## config.mk

```make
export PLATFORM = sky130hd
export DESIGN_NAME = r2000_divider
export DESIGN_NICKNAME = d
export VERILOG_FILES = /design/src/rtl/r2000_divider_pkg.sv /design/src/rtl/r2000_divider.sv
export SDC_FILE = /design/constraint.sdc
export NUM_CORES = 1
export LEC_CHECK = 0
export ABC_AREA = 1
export BUFFER_PORTS_ARGS = -buffer_cell sky130_fd_sc_hd__clkbuf_2
export CAP_MARGIN = 20
export CORE_ASPECT_RATIO = 2
export CORE_UTILIZATION = 35
export CTS_CLUSTER_SIZE = 8
export DETAILED_ROUTE_END_ITERATION = 6
export PLACE_DENSITY_LB_ADDON = 0.15
export SETUP_SLACK_MARGIN = 0.4
export SLEW_MARGIN = 20
export SYNTH_ARGS = -nofsm -noshare
export SYNTH_HDL_FRONTEND = slang
export SYNTH_SLANG_ARGS = --single-unit
```

## constraint.sdc

```tcl
create_clock -name clk_i -period 14 [get_ports clk_i]
set_input_delay 2.8 -clock clk_i [delete_from_list [all_inputs] [get_ports clk_i]]
set_output_delay 2.8 -clock clk_i [all_outputs]
set_load 0.005 [all_outputs]
```

## src/rtl/r2000_divider_pkg.sv

```systemverilog
// Shared r2000 definitions used by the multiply/divide unit: datapath width,
// logic level names and the divider sequencer states.
package r2000_divider_pkg;

    // Native r2000 operand width.
    localparam int R2000_DW = 32;

    // Named logic levels for control strobes.
    localparam logic HIGH = 1'b1;
    localparam logic LOW  = 1'b0;

    // Divider sequencer states: wait for a request, iterate, sign-fix and publish.
    typedef enum logic [1:0] {
        IDLE = 2'd0,
        DIV  = 2'd1,
        FIX  = 2'd2
    } div_state_t;

endpackage

```

## src/rtl/r2000_divider.sv

```systemverilog
// Sequential restoring divider for DIV / DIVU.
// It retires one quotient bit per clock. Signed operands are reduced to
// magnitudes on entry, and the result signs are restored in a single fixup
// cycle. The results go to LO (quotient) and HI (remainder).
module r2000_divider
    import r2000_divider_pkg::*;
#(
    parameter int DW = R2000_DW
) (
    input  logic          clk_i,
    input  logic          rst_i,
    input  logic          start_i,
    input  logic          sign_i,
    input  logic [DW-1:0] dividend_i,
    input  logic [DW-1:0] divider_i,
    output logic [DW-1:0] quotient_o,
    output logic [DW-1:0] remainder_o,
    output logic          write_o,
    output logic          ready_o
);

    localparam int CW = $clog2(DW + 1);

    // Two's-complement negate when requested. The same helper serves operand
    // magnitude extraction and result sign fixup. The most negative value
    // maps onto itself, which gives the natural wrap for 0x80000000 / -1.
    function automatic logic [DW-1:0] neg_if(input logic [DW-1:0] v, input logic neg);
        return neg ? ((~v) + DW'(1)) : v;
    endfunction

    div_state_t    state;
    logic [DW-1:0] dvs_q;     // divisor magnitude
    logic [DW-1:0] rem_q;     // partial remainder
    logic [DW-1:0] quo_q;     // dividend bits shifting out, quotient bits shifting in
    logic [CW-1:0] cnt_q;     // remaining iterations
    logic          qneg_q;    // quotient must be negated in FIX
    logic          rneg_q;    // remainder must be negated in FIX

    // Operand signs only matter in signed mode.
    logic dvd_neg;
    logic dvs_neg;
    assign dvd_neg = sign_i & dividend_i[DW-1];
    assign dvs_neg = sign_i & divider_i[DW-1];

    // Restoring step. The partial remainder stays below the divisor, so the
    // shifted value is below twice the divisor. Because of this, bit DW of
    // the DW+1-bit difference is an exact borrow flag. With a zero divisor
    // nothing ever borrows: the quotient fills with ones and the remainder
    // collects the dividend magnitude.
    logic [DW:0] shifted;
    logic [DW:0] trial;
    logic        borrow;
    assign shifted = {rem_q, quo_q[DW-1]};
    assign trial   = shifted - {1'b0, dvs_q};
    assign borrow  = trial[DW];

    // Sequencer and datapath registers; results are only touched in FIX.
    always_ff @(posedge clk_i or posedge rst_i) begin
        if (rst_i) begin
            state       <= IDLE;
            dvs_q       <= '0;
            rem_q       <= '0;
            quo_q       <= '0;
            cnt_q       <= '0;
            qneg_q      <= LOW;
            rneg_q      <= LOW;
            quotient_o  <= '0;
            remainder_o <= '0;
            write_o     <= LOW;
            ready_o     <= HIGH;
        end else begin
            case (state)
                IDLE: begin
                    write_o <= LOW;
                    if (start_i) begin
                        dvs_q   <= neg_if(divider_i, dvs_neg);
                        quo_q   <= neg_if(dividend_i, dvd_neg);
                        rem_q   <= '0;
                        qneg_q  <= dvd_neg ^ dvs_neg;
                        rneg_q  <= dvd_neg;
                        cnt_q   <= CW'(DW);
                        ready_o <= LOW;
                        state   <= DIV;
                    end
                end
                DIV: begin
                    rem_q <= borrow ? shifted[DW-1:0] : trial[DW-1:0];
                    quo_q <= {quo_q[DW-2:0], ~borrow};
                    cnt_q <= cnt_q - CW'(1);
                    if (cnt_q == CW'(1)) begin
                        state <= FIX;
                    end
                end
                FIX: begin
                    quotient_o  <= neg_if(quo_q, qneg_q);
                    remainder_o <= neg_if(rem_q, rneg_q);
                    write_o     <= HIGH;
                    ready_o     <= HIGH;
                    state       <= IDLE;
                end
                default: begin
                    state <= IDLE;
                end
            endcase
        end
    end

endmodule

```

# Word level (Yosys, flattened, before mapping)
# Index checks and enable logic that the tools add are counted.
[totals]
output_inout_bits = 66
inputBits = 68
reg_bits = 172
elab_cells = 54
[classes]
n_reduce_logical = 7
n_addsub = 6
muxes = 17
n_bitwise = 8
eq_ne = 5
[op_table]
columns = ["operator", "count"]
rows = [
  ["$mux 32", 7],
  ["$add 32x1->32 const B", 4],
  ["$not 32->32", 4],
  ["$pmux 32 s2", 2],
  ["$sub 33x32->33", 1],
  ["$pmux 6 s2", 1],
  ["$reduce_and 2->1", 4],
  ["$eq 6x1->1 const B", 1],
  ["$mux 6", 1],
  ["$sub 6x1->6 const B", 1],
  ["$mux 2", 2],
  ["$ne 2x2->1 const B", 2],
  ["$pmux 1 s2", 2],
  ["$pmux 2 s2", 1],
  ["$reduce_bool 2->1", 2],
  ["$and 1x1->1", 2],
  ["$eq 2x1->1 const B", 1],
  ["$eq 2x2->1 const B", 1],
  ["$logic_not 2->1", 1],
  ["$mux 1", 1],
  ["$not 1->1", 1],
  ["$xor 1x1->1", 1],
]

# Logic depth before layout (Yosys ltp)
# Gate-level depths: netlist of the first run.
[depth]
ltp_word = 5
ltp_mapped = 18
mapped_depth_nobuf = 17

# Worst setup path after synthesis of the first run
# Ideal clock, no wire load.
[synth_timing]
kind = "input port to flip-flop"
from = "input port dividend_i[0]"
to = "register quo_q[24]"
setup_slack_ns = 9.855
path_buffers = 0
stages = 12
setup_ns = 0.076
arrival_ns = 4.069
required_time_ns = 13.924
path_cell_list = "inv_1 ha_1 nand4_1 nor2_1 nand2_1 nor2_1 nand2_1 nand2_2 nand2_1 nand2_1 nand2_1 o21ai_1"
[synth_between]
elab_chain_cells = 5
[synth_lines]
columns = ["item", "line", "text"]
rows = [
  ["from (decl)", "r2000_divider.sv:14", "input logic [DW-1:0] dividend_i,"],
  ["$not 32->32", "r2000_divider.sv:28", "return neg ? ((~v) + DW'(1)) : v;"],
  ["$add 32x1->32", "r2000_divider.sv:28", ""],
  ["$mux 32", "r2000_divider.sv:28", ""],
  ["$mux 32", "r2000_divider.sv:75", "if (start_i) begin"],
  ["$pmux 32 s2", "r2000_divider.sv:72", "case (state)"],
  ["to (signal assigned)", "r2000_divider.sv:77", "quo_q <= neg_if(dividend_i, dvd_neg);"],
  ["to (signal assigned)", "r2000_divider.sv:88", "quo_q <= {quo_q[DW-2:0], ~borrow};"],
  ["to (decl)", "r2000_divider.sv:34", "logic [DW-1:0] quo_q;"],
]
# Every way passes these cells. The select of a mux whose other input is x is not followed.
# A chain may end at the register's enable or synchronous reset.

# Final worst setup path of the first run
[layout_timing]
from = "input port start_i"
to = "register quo_q[24]"
[layout_between]
elab_chain_cells = 2
[layout_lines]
columns = ["item", "line", "text"]
rows = [
  ["from (decl)", "r2000_divider.sv:12", "input logic start_i,"],
  ["$ne 2x2->1 (no source line)", "--", ""],
  ["$reduce_and 2->1 (no source line)", "--", ""],
]
# Every way passes these cells.

==> metrics.txt, run 1 <==
status completed; DRT Pass-1 Iters 5; vias in the first global route 12522; post-CTS sizing 0; final core occ 0.404; syn_nets between 2000 and 2500; first-pass GRT wire length 70800 um; number of flops mapped to enable cells by yosys 0; gr usage total 0.260; power density cells around 73 nW/um2; Synth Flop Type dfrtp_1; n_diodes 0; met2 usage 0.502; # setup viols final 0; Slowest-stage cell, CP buf_4; Starting Density 0.357; die height around 270 um; Leak 7.61 nW; met3 Resource Use GR 0.0210; Worst Tran Pin Value 0.953 ns; Ys Warns 0; largest net degree at the start of global routing 74; Final Hold Viols 0; core area 35900 um2; Clk pin slew, worst setup/hold paths 0.07 ns; Syn Inst Count around 2000; GR peak layer met2; htree depth 4; GP Congestion 0.968; root buffer cell clkbuf_16; hpwl dp about 39000 um; Worst Clk Skew roughly 0.011 ns; mean post-synth cell area 6.55 um2; WHS 0.465 ns; Overflow after GRT 0; Die X around 140 um; critical path, cell by cell clkbuf_2 -> nand3_2 -> buf_4 -> inv_1 -> nor2_4 -> buf_4 -> a21boi_0 -> o21ai_1; Min-Delay Path Class reg -> reg; number of nets with antenna violations after routing 0; CTS Hold Buffers Added 0; critical path endpoint category flop; DR WL/cell 18.8 um; Seq/Total Area, Yosys 0.336; Layout area overhead 13.2%; RSZ-0062 raised after global routing false; final net count 2166; DRC 0; Netlist Area Pre-Place 12800 um2; initial drt markers about 630; CP Buf/Inv Count 4; Slew headroom 0.364; Critical Path RT roughly 14 ns; CTS max path bufs 2; Placed Area 13900 um2; max cap viols 0; startpoint types input pin; Synth area leaders dfrtp_1, nand2_1, nand3_1; DRT Wirelength 47500 um; IO Count 134; Fin Setup TNS 0 ns; FF+latch count, synth 172; IO buf count 133; total CTS buffers 17; Slew Viols, Final 0; post-route cell area 14500 um2; via/cell ratio 5.11; GR Util met1 0.225; Worst EP arrival 5.12 ns; worst slack, placed around 8.8 ns; Top delay family on crit path buffers and inverters; share of the synthesized area in the top cell type 0.334; CP peak stage delay 0.61 ns; Most common cell on crit path buf_4; Post-CTS Setup Bufs 0; clk_lat worst skew 0.46 ns; Setup CP Type in -> reg; Worst VDD drop 0.0919 mV; Yosys cell types 49; initial antenna violation count 0; crit-path max FO 66; fin crit share 0.339; sink count of the clock tree 172; fin worst setup slack 9.26 ns; row count 98; via count approximately 13000; post-route minimum period approximately 4.7 ns; CTS tree done; total die area 37400 um2; layout cells sized above 1 0.113; Post-synth ARST share 1.00; Synth area leader dfrtp_1; Peak Freq between 200 and 250 MHz
per-layer routing:
layer / routed length, um / share of wire / vias up
met1: 15200 / 0.32 / 5997
met2: 26400 / 0.56 / 298
li1: - / - / 6455
met5: 0 / 0 / -
met4: 4880 / 0.10 / 0
met3: 1020 / 0.021 / 138
synthesized netlist by cell type, drive strengths merged, types with 2 or more instances:
cell type / instances
and2: 2
nand2: 657
o21bai: 2
buf: 12
a22oi: 29
a21oi: 35
nor4: 4
nand4: 31
xnor2: 18
nor3: 20
xor2: 58
o31ai: 3
mux2i: 2
clkbuf: 47
dfrtp: 171
o41ai: 2
o21ai: 133
or2: 7
nand3: 208
o211ai: 2
clkinv: 3
a31oi: 9
a21o: 2
nand3b: 19
inv: 258
nor2: 177
ha: 38
stage by stage:
step	total power, mW	instances
floorplan	0.540	1955
global placement	0.567	2490
detailed placement	0.568	2490
CTS	1.08	2522
global route	1.10	2522
finish	1.06	2522
flip-flops by register name, summed over array words and instances (netlist names):
name,count
rem_q,32
cnt_q,6
quo_q,32
dvs_q,32
quotient_o,32
ready_o,1
remainder_o,32
write_o,1
rneg_q,1
qneg_q,1
state,2
report_power, final:
part	switching, mW	internal, mW
Combinational	0.0415	0.0189
Clock	0.219	0.287
Sequential	0	0.497
placed cells by master (no fill, tap or decap), types with 4 or more instances in the layout:
cell,netlist,routed
nor3_2,5,5
inv_1,244,243
or2_2,4,4
nand2_4,6,6
a31oi_1,9,9
inv_6,0,4
clkbuf_2,0,133
nor2_1,172,169
xnor2_1,18,18
dfrtp_1,171,171
nand3b_1,19,19
nand3_1,206,205
clkbuf_16,0,17
nor2_4,2,5
nand2_1,635,635
a22oi_1,29,29
nor4_1,4,4
a21oi_1,33,33
o21ai_0,123,123
buf_4,0,11
inv_2,14,14
ha_1,38,38
nor3_1,15,15
nand2_2,16,16
xor2_1,58,58
nand4_1,31,31
clkinv_2,0,4
o21ai_1,10,10
final cells by class:
cell class,count,area [um2]
Multi-Input combinational cell,1463,7290
Timing Repair Buffer,144,748
Tap cell,450,563
Clock inverter,13,164
Clock buffer,19,443
Fill cell,3915,21400
Inverter,261,985
Sequential cell,172,4310
kinds of logic (layout without fill, tap and decap cells):
family / after synthesis / in the layout / share of synthesized area
buffers and inverters: 320 / 437 / 0.0966
flip-flops: 172 / 172 / 0.336
adder cells (fa/ha/maj): 39 / 39 / 0.0387
multiplexers: 2 / 2 / 0.00156
XOR/XNOR: 76 / 76 / 0.0520
AND/OR/NAND/NOR: 1125 / 1125 / 0.378
AO/OA/AOI/OAI: 221 / 221 / 0.0972
path summary, 6_finish.rpt:
| check | startpoint | end | slack, ns | cells past startpoint |
|---|---|---|---|---|
| worst max-delay path | start_i | quo_q[24]$_DFFE_PP0P_ | 9.26 | 8 |
| worst max register to register | dvs_q[0]$_DFFE_PP0P_ | rem_q[14]$_DFFE_PP0P_ | 11.06 | 16 |
| worst min register to register | cnt_q[5]$_DFFE_PP0P_ | cnt_q[5]$_DFFE_PP0P_ | 0.47 | 1 |
| worst min-delay path | cnt_q[5]$_DFFE_PP0P_ | cnt_q[5]$_DFFE_PP0P_ | 0.47 | 1 |
| min in group asynchronous | rst_i | quotient_o[22]$_DFFE_PP0P_ | 2.31 | 2 |
| max in group asynchronous | rst_i | dvs_q[20]$_DFFE_PP0P_ | 10.41 | 3 |
worst reg2reg max path, stage by stage, from the launching register on:
cell and delay [ns]:
dfrtp_1 0.55, ha_1 0.32, fa_1 0.40, inv_1 0.13, nand2_1 0.06, nand2_1 0.12, nand3_1 0.10, nand2_2 0.14
nand2_2 0.08, nand2_2 0.12, nand2_4 0.10, nand2_4 0.09, nand2_4 0.15, nand2_4 0.24, nand2_1 0.09, nand3_1 0.07
nand2_1 0.06
Power figures use the tool's default switching activity.
==> inputs of run 2 (changes only) <==
==> constraint.sdc (replaced) <==
create_clock -name clk_i -period 3.8 [get_ports clk_i]
set_input_delay 0.76 -clock clk_i [delete_from_list [all_inputs] [get_ports clk_i]]
set_output_delay 0.76 -clock clk_i [all_outputs]
set_load 0.005 [all_outputs]
==> run 2 against run 1 <==
  * The flow now finishes with violations (design-rule violations)
  * Final cell count grew 0.20%
  * Worst hold slack got worse by 0.036 ns
  * Clock-buffer cell count is 2 lower
  * Global-route usage up 1.1 points
  * Critical endpoint is now remainder_o[30]$_DFFE_PP0P_
  * Highest routed layer unchanged
==> metrics.txt, run 2 (same netlist as run 1, synthesis figures left out) <==
status finished, violations left; failing checks design-rule violations; Slew Viols, Final 0 (unchanged); first-pass GRT wire length 73600 um (+3.9%); RSZ-0062 raised after global routing false; Peak Freq 371 MHz; die height 273 um (unchanged); Leak 7.62 nW (+0.13%); initial antenna violation count 0 (unchanged); Final Total Pwr 3.88 mW (+260%); final core occ 0.405 (+0.00122); Slew headroom 0.370 (+0.00600); clk_lat worst skew 0.46 ns (about the same); sink count of the clock tree 172 (unchanged); Critical Path RT 4.15 ns (-10.23 ns); initial drt markers 568 (-10%); largest net degree at the start of global routing 74 (unchanged); Worst Tran Pin Value 0.938 ns (-0.0152 ns); Min-Delay Path Class in -> async; layout cells sized above 1 0.116 (+0.00262); final net count 2172 (+0.28%); via count 12885 (-0.023%); most frequent cells in the layout nand2_1, inv_1, nand3_1; via/cell ratio 5.10 (-0.22%); CTS tree done; Worst VDD drop 0.321 mV (+250%); CTS Hold Buffers Added 0 (unchanged); total die area 37400 um2 (unchanged); n_diodes 0 (unchanged); DRC 4 (+4); Layout area overhead 13.6%; post-CTS sizing 0 (unchanged); Starting Density 0.357 (unchanged); row count 98 (unchanged); DRT Pass-1 Iters 7 (+2); Post-CTS Setup Bufs 0 (unchanged); startpoint types flop; Fin Setup TNS 0 ns (unchanged); total CTS buffers 17 (unchanged); vias in the first global route 12952 (+3.4%); IO buf count 133 (unchanged); Die X 137 um (unchanged); Setup CP Type reg -> reg; htree depth 4 (unchanged); CTS max path bufs 2 (unchanged); hpwl dp 39800 um (+2.6%); Overflow after GRT 0 (unchanged); Clk pin slew, worst setup/hold paths 0.07 ns (about the same); critical path endpoint category flop; most common cell after layout, fill and taps aside nand2_1; DR WL/cell 19.4 um (+3.1%); Final Hold Viols 0 (unchanged); GP Congestion 0.989 (+2.2%); # setup viols final 0 (unchanged); R2R depth 11 (-5); root buffer cell clkbuf_16; Worst EP arrival 3.04 ns (-2.08 ns); crit-path max FO 5 (-92%); fin crit share 0.708; power density cells 267 nW/um2 (+260%); DRT Wirelength 49100 um (+3.3%); WHS 0.429 ns (-0.0363 ns); IO Count 134 (unchanged); gr usage total 0.271 (+0.0111); post-route minimum period 2.69 ns; number of nets with antenna violations after routing 0 (unchanged); max cap viols 0 (unchanged); Worst Clk Skew 0.00669 ns (-0.00444 ns); core area 35900 um2 (unchanged)
[run 2: cell count changes in the layout (fill, tap and decap cells not counted), sizes merged]
cell / delta
clkbuf: -2
inv: +1
buf: +6
clkinvlp: +4
bufinv: -1
clkinv: -3
[run 2: final timing paths]
| kind | slack, ns | startpoint | endpoint |
|---|---|---|---|
| min in group clk_i | 0.48 | quotient_o[16]$_DFFE_PP0P_ | quotient_o[16]$_DFFE_PP0P_ |
| max in group asynchronous | 2.47 | rst_i | ready_o$_DFFE_PP1P_ |
| hold reg to reg | 0.48 | quotient_o[16]$_DFFE_PP0P_ | quotient_o[16]$_DFFE_PP0P_ |
| setup / recovery | 1.11 | rem_q[0]$_DFFE_PP0P_ | remainder_o[30]$_DFFE_PP0P_ |
| hold / removal | 0.43 | rst_i | quotient_o[25]$_DFFE_PP0P_ |
| setup reg to reg | 1.11 | rem_q[0]$_DFFE_PP0P_ | remainder_o[30]$_DFFE_PP0P_ |
[run 2: power breakdown]
group / internal (mW) / leakage [nW] / switching [mW] / total [mW]
Sequential: 1.83 / 2.17 / 0 / 1.83
Combinational: 0.0757 / 5.18 / 0.157 / 0.232
Clock: 0.980 / 0.277 / 0.838 / 1.82
Total: 2.89 / 7.62 / 0.995 / 3.88
[run 2: critical path, cell delays in order (launching register included)]
cell	delay, ns
dfrtp_1	0.41
inv_1	0.19
ha_1	0.21
inv_1	0.06
nor3_2	0.30
nand2_1	0.13
nor3_1	0.74
nand3_1	0.15
nand2_1	0.10
a21oi_1	0.06
o21ai_0	0.15
nand2_1	0.07
[run 2: final cells by class]
class                      count  area [um2]
clock inverter                14         161
inverter                     261         983
multi-input combinational   1463        7290
sequential                   172        4310
timing repair buffer         150         818
clock buffer                  17         425
tap                          450         563
fill                        3960       21400
[run 2: routing by layer]
layer	wire (um)	global-route usage	vias up	part of all wire
li1	-	-	6462	-
met1	15500	0.229	5997	0.32
met2	27600	0.529	288	0.56
met3	1230	0.0338	138	0.025
met4	4750	0.240	0	0.097
met5	0	0	-	0
[run 2: metrics by stage]
stage / setup slack (ns) / area [um2] / cells
after floorplan: 0.844 / 12800 / 1955
after global placement: 0.924 / 14000 / 2496
after detailed placement: 0.929 / 14000 / 2496
after CTS: 1.17 / 14500 / 2527
after global routing: 0.970 / 14500 / 2527
final: 1.11 / 14500 / 2527
==> inputs of run 3 (changes only) <==
==> constraint.sdc (replaced) <==
create_clock -name clk_i -period 2.4 [get_ports clk_i]
set_input_delay 0.48 -clock clk_i [delete_from_list [all_inputs] [get_ports clk_i]]
set_output_delay 0.48 -clock clk_i [all_outputs]
set_load 0.005 [all_outputs]
==> run 3 against run 2 <==
  * Setup slack lost 1.0 ns
  * Non-clock buffer count is 115 higher
  * Maximum frequency is 16% higher
  * Clock power up 48%
  * Sequential share of layout area decreased by 3.8 points
  * Critical path depth rose by 6
  * Largest cell class unchanged
  * Clock skew increased by 0.011 ns
  * Clock-buffer cell count up 4
  * The run now ends clean
==> metrics.txt, run 3 (same netlist as run 1, synthesis figures left out) <==
Worst Tran Pin Value 0.891 ns (-0.0468 ns); most common cell after layout, fill and taps aside nand2_1; total die area 37400 um2 (unchanged); RSZ-0062 raised after global routing true; CTS max path bufs 2 (unchanged); Starting Density 0.357 (unchanged); Layout area overhead 30.6%; DRC 0 (-4); largest net degree at the start of global routing 95 (+28%); core area 35900 um2 (unchanged); Final Hold Viols 0 (unchanged); CTS Hold Buffers Added 0 (unchanged); die height 273 um (unchanged); Worst Clk Skew 0.0179 ns (+0.0112 ns); most frequent cells in the layout nand2_1, inv_1, dfrtp_1; layout cells sized above 1 0.241 (+0.125); initial antenna violation count 0 (unchanged); max cap viols 0 (unchanged); Worst VDD drop 0.434 mV (+35%); Slew headroom 0.398 (+0.0282); clk_lat worst skew 0.46 ns (about the same); post-route minimum period 2.31 ns (-0.380 ns); critical path endpoint category flop; n_diodes 0 (unchanged); Worst EP arrival 2.71 ns (-0.33 ns); Min-Delay Path Class in -> async; Final Total Pwr 6.00 mW (+55%); vias in the first global route 13694 (+5.7%); CTS tree done; number of nets with antenna violations after routing 0 (unchanged); IO Count 134 (unchanged); Setup CP Type reg -> reg; initial drt markers 694 (+22%); Critical Path RT 2.79 ns (-1.36 ns); row count 98 (unchanged); htree depth 4 (unchanged); via/cell ratio 5.14 (+0.74%); final core occ 0.466 (+0.0608); sink count of the clock tree 172 (unchanged); hpwl dp 39100 um (-2.0%); DRT Pass-1 Iters 5 (-2); DR WL/cell 19.0 um (-2.3%); GP Congestion 0.999 (+0.99%); Leak 8.46 nW (+11%); Clk pin slew, worst setup/hold paths 0.07 ns (about the same); status completed; IO buf count 133 (unchanged); # setup viols final 0 (unchanged); fin crit share 0.963 (+0.255); DRT Wirelength 50200 um (+2.3%); first-pass GRT wire length 75200 um (+2.1%); Overflow after GRT 0 (unchanged); root buffer cell clkbuf_16; gr usage total 0.275 (+0.00377); power density cells 359 nW/um2 (+34%); crit-path max FO 8 (+3); Peak Freq 433 MHz (+16%); via count 13586 (+5.4%); Slew Viols, Final 0 (unchanged); total CTS buffers 17 (unchanged); R2R depth 17 (+6); final net count 2290 (+5.4%); Die X 137 um (unchanged); startpoint types flop
[run 3: critical path: stages (launching register included)]
cell and delay, ns:
dfrtp_1 0.38, inv_2 0.07, ha_4 0.16, fa_2 0.35
inv_2 0.07, nand2_2 0.05, nand2_2 0.08, nand3_2 0.10
nand2_4 0.11, nand2_4 0.06, nand2_4 0.09, nand2_8 0.08
nand2_8 0.11, nand2_8 0.12, clkbuf_16 0.20, nand3_2 0.06
nand3_1 0.06, nand2_1 0.07
[run 3: area by class of cell]
type                            instances  area [um2]
Tap cell                              450         563
Timing Repair Buffer                  265        1990
Clock buffer                           21         460
Sequential cell                       172        4310
Fill cell                            3688       19200
Multi-Input combinational cell       1466        8330
Clock inverter                         10        81.3
Inverter                              261         991
[run 3: what timing repair did]
| action | 4_1_cts | 5_1_grt |
|---|---|---|
| buffers inserted | 25 | 12 |
| pin swaps | 53 | 70 |
| resized for setup | 111 | 119 |
| setup endpoints to repair | 60 | 71 |
| cloned | 3 | 4 |
[run 3: layer usage]
layer  GRT usage  routed length [um]  vias up
met5           0                   0        -
met4       0.255                5250        0
met3      0.0362                1260      186
met2       0.524               27600      347
met1       0.238               16100     6334
li1            -                   -     6719
[run 3: power by group]
group	internal, mW	switching [mW]	total [mW]
combinational	0.129	0.270	0.399
sequential	2.90	0	2.90
clock	1.39	1.31	2.70
[run 3: metrics by stage]
| step | hold slack [ns] | setup WS [ns] | cell area, um2 | instances | setup TNS [ns] |
|---|---|---|---|---|---|
| finish | 0.168 | 0.0885 | 16700 | 2645 | 0 |
| global route | 0.209 | 0.00177 | 16700 | 2645 | 0 |
| CTS | 0.178 | 0.147 | 16000 | 2629 | 0 |
| detailed placement | 0.465 | -0.404 | 14600 | 2570 | -0.404 |
| global placement | 0.467 | -0.337 | 14600 | 2570 | -0.337 |
| floorplan | 0.440 | -0.276 | 12800 | 1955 | -47.17 |
[run 3: final timing paths]
check,start,end,slack (ns)
max,quo_q[31]$_DFFE_PP0P_,rem_q[1]$_DFFE_PP0P_,0.09
min,rst_i,quo_q[16]$_DFFE_PP0P_,0.17
max reg2reg,quo_q[31]$_DFFE_PP0P_,rem_q[1]$_DFFE_PP0P_,0.09
min reg2reg,quotient_o[8]$_DFFE_PP0P_,quotient_o[8]$_DFFE_PP0P_,0.48
max in group asynchronous,rst_i,remainder_o[23]$_DFFE_PP0P_,1.78
min in group clk_i,divider_i[31],dvs_q[31]$_DFFE_PP0P_,0.30
